===== src/rtl/branch_resolve.sv =====
// ID-stage branch resolver: decodes B/BL/B.cond/CBZ/BR, forwards EX flags,
// stalls register-operand branches until their operand is final, and registers the decision.
module branch_resolve (
    input  logic        clk,
    input  logic        reset,
    input  logic [31:0] instr,
    input  logic        instr_valid,
    input  logic [63:0] pc_id,
    input  logic        ex_setFlags,
    input  logic        ex_negative,
    input  logic        ex_zero,
    input  logic        ex_overflow,
    input  logic        ex_carry,
    input  logic [63:0] rt_data,
    input  logic        rt_valid,
    output logic        brTaken,
    output logic        uncondBr,
    output logic        BR,
    output logic [63:0] rData,
    output logic        stall,
    output logic        link_we,
    output logic [63:0] link_addr
);

    typedef enum logic {
        RUN     = 1'b0,
        WAIT_OP = 1'b1
    } state_e;

    state_e      state_q, state_d;
    logic [3:0]  flags_q;
    logic [3:0]  flagsEff;

    logic        brTaken_q, brTaken_d;
    logic        uncondBr_q, uncondBr_d;
    logic        br_q, br_d;
    logic [63:0] rData_q, rData_d;
    logic        linkWe_q, linkWe_d;
    logic [63:0] linkAddr_q, linkAddr_d;

    logic        isB, isBL, isCbz, isBcond, isBr;
    logic        needOp;
    logic        condMet;
    logic        stallRaw;
    logic        resolve;
    logic        fire;
    logic        unused_ok;

    assign isB     = (instr[31:26] == 6'b000101);
    assign isBL    = (instr[31:26] == 6'b100101);
    assign isCbz   = (instr[31:24] == 8'b10110100);
    assign isBcond = (instr[31:24] == 8'b01010100);
    assign isBr    = (instr[31:21] == 11'b11010110000);

    assign needOp   = instr_valid & (isCbz | isBr);
    // Flags produced in EX this cycle win over the stored copy.
    assign flagsEff = ex_setFlags ? {ex_negative, ex_zero, ex_overflow, ex_carry} : flags_q;
    assign unused_ok = ^{instr[20:4], flagsEff[0]};

    always_comb begin
        condMet = 1'b0;
        case (instr[3:0])
            4'h0:    condMet = flagsEff[2];
            4'h1:    condMet = ~flagsEff[2];
            4'hA:    condMet = (flagsEff[3] == flagsEff[1]);
            4'hB:    condMet = (flagsEff[3] != flagsEff[1]);
            default: condMet = 1'b0;
        endcase
    end

    always_ff @(posedge clk or negedge reset) begin
        if (!reset) begin
            state_q <= RUN;
        end else begin
            state_q <= state_d;
        end
    end

    always_comb begin
        state_d = state_q;
        case (state_q)
            RUN:     if (needOp && !rt_valid) state_d = WAIT_OP;
            WAIT_OP: if (rt_valid)            state_d = RUN;
            default: state_d = RUN;
        endcase
    end

    // The held instruction is resolved either directly in RUN or when the operand arrives.
    always_comb begin
        stallRaw = 1'b0;
        resolve  = 1'b0;
        case (state_q)
            RUN: begin
                stallRaw = needOp & ~rt_valid;
                resolve  = ~stallRaw;
            end
            WAIT_OP: begin
                stallRaw = ~rt_valid;
                resolve  = rt_valid;
            end
            default: begin
                stallRaw = 1'b0;
                resolve  = 1'b0;
            end
        endcase
        stall = stallRaw & reset;

        fire       = resolve & instr_valid;
        brTaken_d  = fire & (isB | isBL | (isBcond & condMet) | (isCbz & (rt_data == 64'd0)));
        uncondBr_d = fire & (isB | isBL);
        br_d       = fire & isBr;
        rData_d    = br_d ? rt_data : 64'd0;
        linkWe_d   = fire & isBL;
        linkAddr_d = linkWe_d ? (pc_id + 64'd4) : 64'd0;
    end

    always_ff @(posedge clk or negedge reset) begin
        if (!reset) begin
            flags_q    <= 4'b0000;
            brTaken_q  <= 1'b0;
            uncondBr_q <= 1'b0;
            br_q       <= 1'b0;
            rData_q    <= 64'd0;
            linkWe_q   <= 1'b0;
            linkAddr_q <= 64'd0;
        end else begin
            if (ex_setFlags) begin
                flags_q <= {ex_negative, ex_zero, ex_overflow, ex_carry};
            end
            brTaken_q  <= brTaken_d;
            uncondBr_q <= uncondBr_d;
            br_q       <= br_d;
            rData_q    <= rData_d;
            linkWe_q   <= linkWe_d;
            linkAddr_q <= linkAddr_d;
        end
    end

    assign brTaken   = brTaken_q;
    assign uncondBr  = uncondBr_q;
    assign BR        = br_q;
    assign rData     = rData_q;
    assign link_we   = linkWe_q;
    assign link_addr = linkAddr_q;

endmodule

===== config.mk =====
export PLATFORM = sky130hd
export DESIGN_NAME = branch_resolve
export DESIGN_NICKNAME = d
export VERILOG_FILES = /design/src/rtl/branch_resolve.sv
export SDC_FILE = /design/constraint.sdc
export NUM_CORES = 1
export LEC_CHECK = 0
export CORE_MARGIN = 4
export CORE_UTILIZATION = 40
export CTS_CLUSTER_SIZE = 20
export DETAILED_ROUTE_END_ITERATION = 10
export PLACE_DENSITY = 0.89
export SLEW_MARGIN = 20
export SYNTH_ARGS = -nofsm -noshare
export SYNTH_HDL_FRONTEND = slang
export SYNTH_SLANG_ARGS = --single-unit

===== constraint.sdc =====
create_clock -name clk -period 1.5 [get_ports clk]
set_input_delay 0.15 -clock clk [delete_from_list [all_inputs] [get_ports clk]]
set_output_delay 0.15 -clock clk [all_outputs]
set_load 0.02 [all_outputs]

==> impl_metrics.csv, run 1 <==
group,metric,value,unit
grt,antenna_found_initial,2,
floorplan,die_w,128,um
setup_path,cp-endpoint,"link_addr[31]",
finish,instances_no_fill,1136,
synthesis,post_synth.cell_area_avg,11.0,um2
finish,final_cell_area,10600,um2
flow_run,cap_violations,0,
placed_design,placed_area,9720,um2
sta,hold_ws,57.2,ps
synthesis,netlist_instances,521,
clock_tree,clk_latency,420,ps
synthesis,mappedNetlistNets,691,
sta,rsz0062_at_grt,"true",
floorplan,rows,43,
status,status,"complete, but fails checks",
setup_path,crit_chain,"buf_4, o21bai_2, o211ai_1, buf_4, buf_6, buf_12, nor2_1",
placed_design,hpwl,15300,um
synthesis,ys_seq_elements,136,
grt,grtUsageTotal,26.1,%
setup_path,r2r-end,"link_addr[31]",
sta,fin_crit_sh,102,%
finish,utilization,76.3,%
floorplan,start_util,41.0,%
floorplan,ios,302,
clock_tree,htreeDepth,4,
floorplan,core,13900,um2
routing,ant_nets,0,
worst_hold_path,min_path_type,"input pin to flip-flop",
setup_path,r2r_slack,-30,ps
setup_path,worstSetupStartpointType,"flip-flop",
grt,grt_first_pass_wirelength,32400,um
synthesis,mappedNetlistArea,5720,um2
setup_path,path_max_fanout,18,
synthesis,yosysSeqAreaShare,59.5,%
grt,grt_pass1_vias,6066,
setup_path,path_depth,7,
routing,routedWlPerCell,19.5,um
setup_path,rr_worst_depth,7,
synthesis,yosysWarnings,0,
clock_tree,cts.clk_slew.worst_paths,60,ps
status,violations,"negative setup slack",
power,ir_worst_vdd,0.705,mV
floorplan,die_h,128,um
grt,grt_max_degree,69,
clock_tree,cts_sinks,136,
sta,worst_slew_pin_slew,883,ps
finish,final_nets,1111,
placed_design,placed_cells,1086,
setup_path,cp-startpoint,"state_q",
floorplan,design.die.area,16300,um2
sta,final_max_slew_viol_count,0,
sta,fin_skew,5.10,ps
setup_path,cp_slowest_cell,"dfrtp_1",
routing,drtIter0Drc,260,
power,leakage,5.83,nW
routing,vias,5687,
finish,layout-drive-gt1-share,25.6,%
clock_tree,cts_tree,"done",
setup_path,arrival,1860,ps
synthesis,synthDistinctLibCells,41,
setup_path,path_class,"flip-flop to flip-flop",
routing,finalWirelength,22200,um
finish,area_growth,86.0,%
setup_path,cpPeakStageDelay,380,ps
clock_tree,clockBufferDepth,2,
grt,grt_overflow,0,
clock_tree,numCtsBuffers,17,
power,pwr_density_cell,846,nW/um2
setup_path,crit_required,1830,ps
setup_path,worstPathBufferInverterCount,4,
sta,period_minus_slack,1530,ps
clock_tree,cts-root-buf,"clkbuf_16",
placed_design,io_buffers,283,
synthesis,synth-main-ff-cell,"dfrtp_1",
routing,vias_per_cell,5.01,
synthesis,synth_edf_count,0,
sta,slew_headroom,41.1,%
sta,hold_violations,0,
sta,setup_slack,-33.5,ps
routing,drtPass1Iterations,4,
setup_path,r2r-start,"state_q",
setup_path,end_kind,"flip-flop",
setup_path,cpMostUsedCell,"buf_4",
finish,fill_cells,862,
placed_design,gp_congestion,0.883,
sta,fmax,0.652,GHz
routing,drc,0,
setup_path,cp_top_family,"buffers and inverters",
sta,setup_viol,29,
synthesis,async_reset_ff_share,100,%
-- worst reg2reg max path, delay by kind of cell, from the launching register on --
family                 cells  cell delay [ps]
buffers and inverters      4              620
DFF                        1              380
AOI/OAI and AO/OA          2              270
and+or+nand+nor            1              170
-- area by class of cell --
class	instances	area, um2	area share, %
timing repair buffer	419	3780	35.5
sequential	136	3400	32.0
multi-input combinational	356	2560	24.1
clock buffer	18	439	4.13
tap	180	225	2.12
clock inverter	14	175	1.65
inverter	11	41.3	0.388
antenna	2	5.00	0.0471
-- worst min-delay path by stage --
stage	from	endpoint	slack, ps	depth (start not counted)
2_1_floorplan	reset	BR	-150	0
3_3_place_gp	reset	rData[49]	410	2
3_5_place_dp	reset	rData[49]	420	2
4_1_cts	rt_data[15]	rData[15]	100	2
5_1_grt	pc_id[2]	link_addr[2]	50	3
6_report	pc_id[2]	link_addr[2]	60	3
-- layer usage --
layer	vias to the layer above	GRT usage, %	routed length [um]
li1	2583	-	-
met1	2752	27.1	7720
met2	277	48.3	11900
met3	75	7.65	1730
met4	0	11.7	880
met5	-	0	0
-- cell usage after synthesis (all sizes together) (8+ instances only) --
master / n / share of area [%]
nand2: 25 / 1.6
and2: 68 / 7.4
xnor2: 32 / 4.9
and4: 10 / 1.6
dfrtp: 136 / 60
nor3: 9 / 0.79
nor4: 19 / 2.3
xor2: 32 / 4.9
nand3: 25 / 2.2
clkbuf: 10 / 0.66
nor2: 84 / 5.6
nand4: 18 / 2.3
inv: 11 / 0.72
buf: 8 / 0.70
-- metrics by stage --
stage / total power [W] / setup TNS (ps) / setup slack (ps)
after global placement: 0.00470 / -58620 / -918
final: 0.00900 / -210 / -33.5
after detailed placement: 0.00473 / -68990 / -1020
after CTS: 0.00903 / -17.5 / -16.3
after global routing: 0.00931 / -4130 / -110
after floorplan: 0.00393 / -486 / -89.9
-- cell families after synthesis --
kind of cell	synth area share, %
and+or+nand+nor	26.5
DFF	59.5
xor gates and xnor gates	9.80
buffers and inverters	2.08
AOI/OAI and AO/OA	1.09
muxes	0.766
adders and majority gates	0.219
-- power breakdown --
part | leakage, nW | switching [W] | total [W] | internal [W]
clock | 0.292 | 0.00165 | 0.00431 | 0.00267
combinational | 3.64 | 0.000427 | 0.000995 | 0.000568
sequential | 1.89 | 0.00000587 | 0.00369 | 0.00368
total | 5.83 | 0.00208 | 0.00900 | 0.00692
-- cell usage in the layout, fill, tap and decap left out, drive strengths merged, types with 19 or more instances in the layout --
cell type / instances
nand3: 25
dfrtp: 136
nor2: 84
buf: 140
clkbuf: 22
xor2: 32
xnor2: 32
nor4: 19
and2: 68
dlymetal6s2s: 31
nand2: 25
clkdlybuf4s50: 86
dlygate4sd2: 152
-- sequential cells by signal, summed over array words and instances (netlist names) --
register   count
link_addr     64
link_we        1
state_q        1
flags_q        3
uncondBr       1
brTaken        1
rData         64
BR             1
-- what timing repair did --
item / in CTS / in global routing
pin swaps: 42 / 32
gates cloned: 0 / 1
gates resized for setup: 233 / 63
setup buffers: 10 / 7
hold endpoints to repair: 95 / 0
hold buffers: 1 / 0
setup endpoints to repair: 187 / 58
No activity file was read; power rests on OpenSTA's default activity.
==> run 2: changes to the inputs <==
--- a/config.mk
+++ b/config.mk
@@ -6,10 +6,11 @@
 export NUM_CORES = 1
 export LEC_CHECK = 0
 export CORE_MARGIN = 4
-export CORE_UTILIZATION = 40
+export CORE_UTILIZATION = 41
+export CTS_BUF_LIST = sky130_fd_sc_hd__clkbuf_8
 export CTS_CLUSTER_SIZE = 20
 export DETAILED_ROUTE_END_ITERATION = 10
-export PLACE_DENSITY = 0.89
+export PLACE_DENSITY = 0.85
 export SLEW_MARGIN = 20
 export SYNTH_ARGS = -nofsm -noshare
 export SYNTH_HDL_FRONTEND = slang
==> run 2 against run 1 <==
The flow still finishes with violations (negative setup slack); sequential share of layout area increased by 0.30 points; combinational power increased by 4%; die area decreased by 2.3%; first-iteration DRC count rose by 56%; power is 14% lower; count of clock-buffer cells in the layout increased by 2; global-route usage barely moved; wire length increased by 5.0%; register-to-register slack improved by 100 ps; sequential power hardly changed; worst setup slack improved by 19 ps.
==> impl_metrics.csv, run 2 (synthesized netlist as in run 1, its figures left out) <==
group,metric,value,unit
finish,fill_cells,808,
clock_tree,cts-root-buf,"clkbuf_8",
placed_design,hpwl,15400,um
sta,hold_violations,0,
sta,rsz0062_at_grt,"true",
sta,tns,-15.6,ps
floorplan,die_h,126,um
setup_path,arrival,1360,ps
worst_hold_path,min_path_type,"input pin to flip-flop",
placed_design,gp_congestion,0.841,
grt,grtUsageTotal,26.1,%
sta,setup_slack,-14.2,ps
sta,final_max_slew_viol_count,0,
setup_path,r2r_slack,70,ps
clock_tree,cts_sinks,136,
finish,final_common_cell,"dlygate4sd2_1",
finish,layout-drive-gt1-share,23.9,%
floorplan,core,13500,um2
sta,hold_ws,22.0,ps
setup_path,path_max_fanout,2,
clock_tree,cts_tree,"done",
grt,grt_overflow,0,
sta,fin_crit_sh,101,%
finish,final-seq-area,3400,um2
finish,most-common-layout-cells,"dlygate4sd2_1, dfrtp_1, buf_4",
power,finalPower,0.00771,W
setup_path,rr_worst_depth,6,
grt,grt_max_degree,137,
placed_design,placed_cells,1070,
power,pwr_density_cell,732,nW/um2
sta,worst_slew_pin_slew,740,ps
finish,final_nets,1112,
routing,finalWirelength,23300,um
floorplan,start_util,42.5,%
floorplan,die_w,126,um
clock_tree,clockBufferDepth,2,
setup_path,r2r-end,"link_addr[48]",
floorplan,design.die.area,15900,um2
power,leakage,5.76,nW
status,violations,"negative setup slack",
grt,antenna_found_initial,1,
flow_run,cap_violations,0,
clock_tree,numCtsBuffers,17,
grt,grt_pass1_vias,6159,
finish,area_growth,84.2,%
placed_design,io_buffers,283,
sta,slew_headroom,50.7,%
sta,fin_skew,11.0,ps
setup_path,cp-startpoint,"state_q",
setup_path,path_class,"flip-flop to output port",
routing,drtPass1Iterations,4,
routing,routedWlPerCell,20.6,um
setup_path,cp-endpoint,"stall",
routing,ant_nets,0,
routing,vias,5850,
setup_path,worstSetupStartpointType,"flip-flop",
finish,multi_input_area,2540,um2
clock_tree,clk_latency,450,ps
power,ir_worst_vdd,0.578,mV
floorplan,ios,302,
grt,grt_first_pass_wirelength,32400,um
clock_tree,cts.clk_slew.worst_paths,80,ps
routing,drc,0,
sta,period_minus_slack,1510,ps
routing,drtIter0Drc,405,
setup_path,end_kind,"output port",
floorplan,rows,42,
status,status,"complete, but fails checks",
clock_tree,htreeDepth,4,
sta,fmax,0.660,GHz
setup_path,crit_required,1350,ps
routing,vias_per_cell,5.17,
setup_path,r2r-start,"state_q",
sta,setup_viol,2,
finish,instances_no_fill,1131,
==> run 2: final cells by class <==
cell class                 count  share of cell area [%]
clock buffer                  20                    2.61
inverter                      11                   0.392
tap                          176                    2.09
antenna                        1                  0.0238
clock inverter                11                    1.02
multi-input combinational    356                    24.1
timing repair buffer         420                    37.4
sequential                   136                    32.3
==> run 2: per-stage QoR <==
step / area [um2] / utilization (%) / setup slack (ps)
after floorplan: 5800 / - / -89.9
after global placement: 9620 / 71.5 / -928
after detailed placement: 9620 / 71.5 / -992
after CTS: 10100 / 75.0 / -6.73
after global routing: 10500 / 78.3 / -111
final: 10500 / 78.3 / -14.2
==> run 2: critical path: stages (launching register included) <==
cell and delay, ps:
dfrtp_1 400, a41oi_2 160, nor2_1 70, and2_1 160, buf_6 130
==> run 2: power by group <==
| part | internal (W) | switching [W] | leakage, nW |
|---|---|---|---|
| registers | 0.00368 | 0.00000572 | 1.89 |
| clock network | 0.00157 | 0.00143 | 0.208 |
| logic | 0.000586 | 0.000440 | 3.66 |
| total | 0.00584 | 0.00187 | 5.76 |
==> run 2: worst min path at each step <==
stage | from | end | slack, ps | depth (start not counted)
2_1_floorplan | reset | BR | -150 | 0
3_3_place_gp | reset | state_q | 340 | 2
3_5_place_dp | reset | rData[46] | 350 | 2
4_1_cts | pc_id[2] | link_addr[2] | 30 | 2
5_1_grt | rt_data[24] | rData[24] | 20 | 2
6_report | rt_data[24] | rData[24] | 20 | 2
==> run 2: layer usage <==
metal  GRT usage (%)  up-vias  routed length [um]
met5               0        -                   0
met4            10.4        0                 924
li1                -     2579                   -
met1            26.3     2904                7880
met3            6.44       73                1600
met2            50.6      294               12900
==> run 2: repair_timing <==
item / CTS / global route
endpoints found under the hold margin: 136 / 5
cloned: 1 / 7
setup buffers: 11 / 6
pin swaps: 24 / 52
resized for setup: 208 / 76
hold buffers: 1 / 5
setup endpoints to repair: 204 / 104
==> run 3: changes to the inputs <==
--- a/config.mk
+++ b/config.mk
@@ -11,6 +11,7 @@
 export CTS_CLUSTER_SIZE = 20
 export DETAILED_ROUTE_END_ITERATION = 10
 export PLACE_DENSITY = 0.85
+export SKIP_CTS_REPAIR_TIMING = 1
 export SLEW_MARGIN = 20
 export SYNTH_ARGS = -nofsm -noshare
 export SYNTH_HDL_FRONTEND = slang
==> run 3 against run 2 <==
The flow still finishes with violations (negative setup slack); final area rose by 3.6%; cell count down 1.1%; register-to-register slack lost 110 ps.
==> impl_metrics.csv, run 3 (synthesized netlist as in run 1, its figures left out) <==
group,metric,value,unit
status,status,"complete, but fails checks",
status,violations,"negative setup slack",
sta,period_minus_slack,1620,ps
placed_design,place_ws,-992,ps
power,ir_worst_vdd,0.515,mV
finish,final_nets,1100,
grt,grt_max_degree,137,
setup_path,worstSetupStartpointType,"input pin",
clock_tree,cts-root-buf,"clkbuf_8",
sta,fmax,0.619,GHz
sta,rsz0062_at_grt,"true",
routing,ant_nets,0,
clock_tree,numCtsBuffers,17,
routing,routedWlPerCell,21.8,um
finish,area_growth,90.9,%
routing,drtIter0Drc,363,
routing,vias_per_cell,5.24,
sta,setup_slack,-117,ps
routing,finalWirelength,24500,um
sta,slew_headroom,52.9,%
setup_path,cp_slowest_cell,"clkdlybuf4s50_1",
floorplan,design.die.area,15900,um2
sta,hold_ws,11.3,ps
clock_tree,cts_sinks,136,
floorplan,rows,42,
finish,layout-drive-gt1-share,22.0,%
clock_tree,clk_latency,450,ps
routing,vias,5863,
clock_tree,htreeDepth,4,
sta,setup_viol,4,
sta,final_max_slew_viol_count,0,
setup_path,path_max_fanout,2,
power,pwr_density_cell,710,nW/um2
sta,worst_slew_pin_slew,706,ps
setup_path,path_class,"input pin to flip-flop",
floorplan,start_util,42.5,%
grt,grt_overflow,0,
placed_design,hpwl,15400,um
setup_path,crit_required,1880,ps
floorplan,die_w,126,um
placed_design,gp_congestion,0.841,
clock_tree,clockBufferDepth,2,
clock_tree,cts_tree,"done",
setup_path,end_kind,"flip-flop",
grt,grt_first_pass_wirelength,31000,um
placed_design,io_buffers,283,
finish,most-common-layout-cells,"dlymetal6s2s_1, dfrtp_1, buf_4",
worst_hold_path,min_path_type,"input pin to flip-flop",
grt,grtUsageTotal,24.9,%
clock_tree,cts.clk_slew.worst_paths,80,ps
sta,fin_skew,8.83,ps
flow_run,cap_violations,0,
power,leakage,7.76,nW
floorplan,core,13500,um2
floorplan,die_h,126,um
routing,drc,0,
setup_path,arrival,2000,ps
finish,instances_no_fill,1119,
sta,hold_violations,0,
floorplan,ios,302,
setup_path,crit_chain,"clkdlybuf4s50_1, nor4_2, nand2_1, nor4_4, buf_4, nand4_1, o21ai_1, a41o_1",
placed_design,placed_cells,1070,
routing,drtPass1Iterations,5,
finish,utilization,81.1,%
sta,tns,-245,ps
sta,fin_crit_sh,108,%
grt,antenna_found_initial,1,
grt,grt_pass1_vias,6038,
finish,final_common_cell,"dlymetal6s2s_1",
setup_path,cpPeakStageDelay,500,ps
## run 3: path summary, 6_finish.rpt
path	depth (start not counted)	slack [ps]	start	to
min in group asynchronous	3	460	reset	rData[42]
max in group asynchronous	3	560	reset	rData[58]
min reg2reg	1	580	flags_q[1]	flags_q[1]
max	8	-120	rt_data[27]	brTaken
max reg2reg	6	-40	state_q	link_addr[48]
min	2	10	rt_data[51]	rData[51]
## run 3: area by class of cell
type                            instances  area [um2]
Antenna cell                            1        2.50
Fill cell                             688        2540
Timing Repair Buffer                  408        4350
Multi-Input combinational cell        356        2520
Tap cell                              176         220
Inverter                               11        41.3
Sequential cell                       136        3400
Clock inverter                         11         108
Clock buffer                           20         275
## run 3: worst max-delay path, delay by kind of cell
kind / cells / cell delay (ps)
AND/OR/NAND/NOR: 4 / 900
buffers and inverters: 2 / 640
AO/OA/AOI/OAI: 2 / 300
## run 3: per-stage QoR
| step | area, um2 | power [W] |
|---|---|---|
| floorplan | 5800 | 0.00393 |
| finish | 10900 | 0.00775 |
| global route | 10900 | 0.00802 |
| global placement | 9620 | 0.00469 |
| CTS | 10000 | 0.00766 |
| detailed placement | 9620 | 0.00473 |
## run 3: report_power, final
part	switching (W)	leakage, nW	internal [W]
Sequential	0.00000815	1.89	0.00368
Combinational	0.000456	5.66	0.000597
Clock	0.00144	0.208	0.00157
## run 3: routing by layer
metal	share of wire, %	wire, um	up-vias	track usage [%]
met5	0	0	-	0
met4	5.0	1220	0	12.6
met3	6.4	1560	84	7.03
met2	54	13300	309	47.3
met1	34	8360	2916	24.5
li1	-	-	2554	-
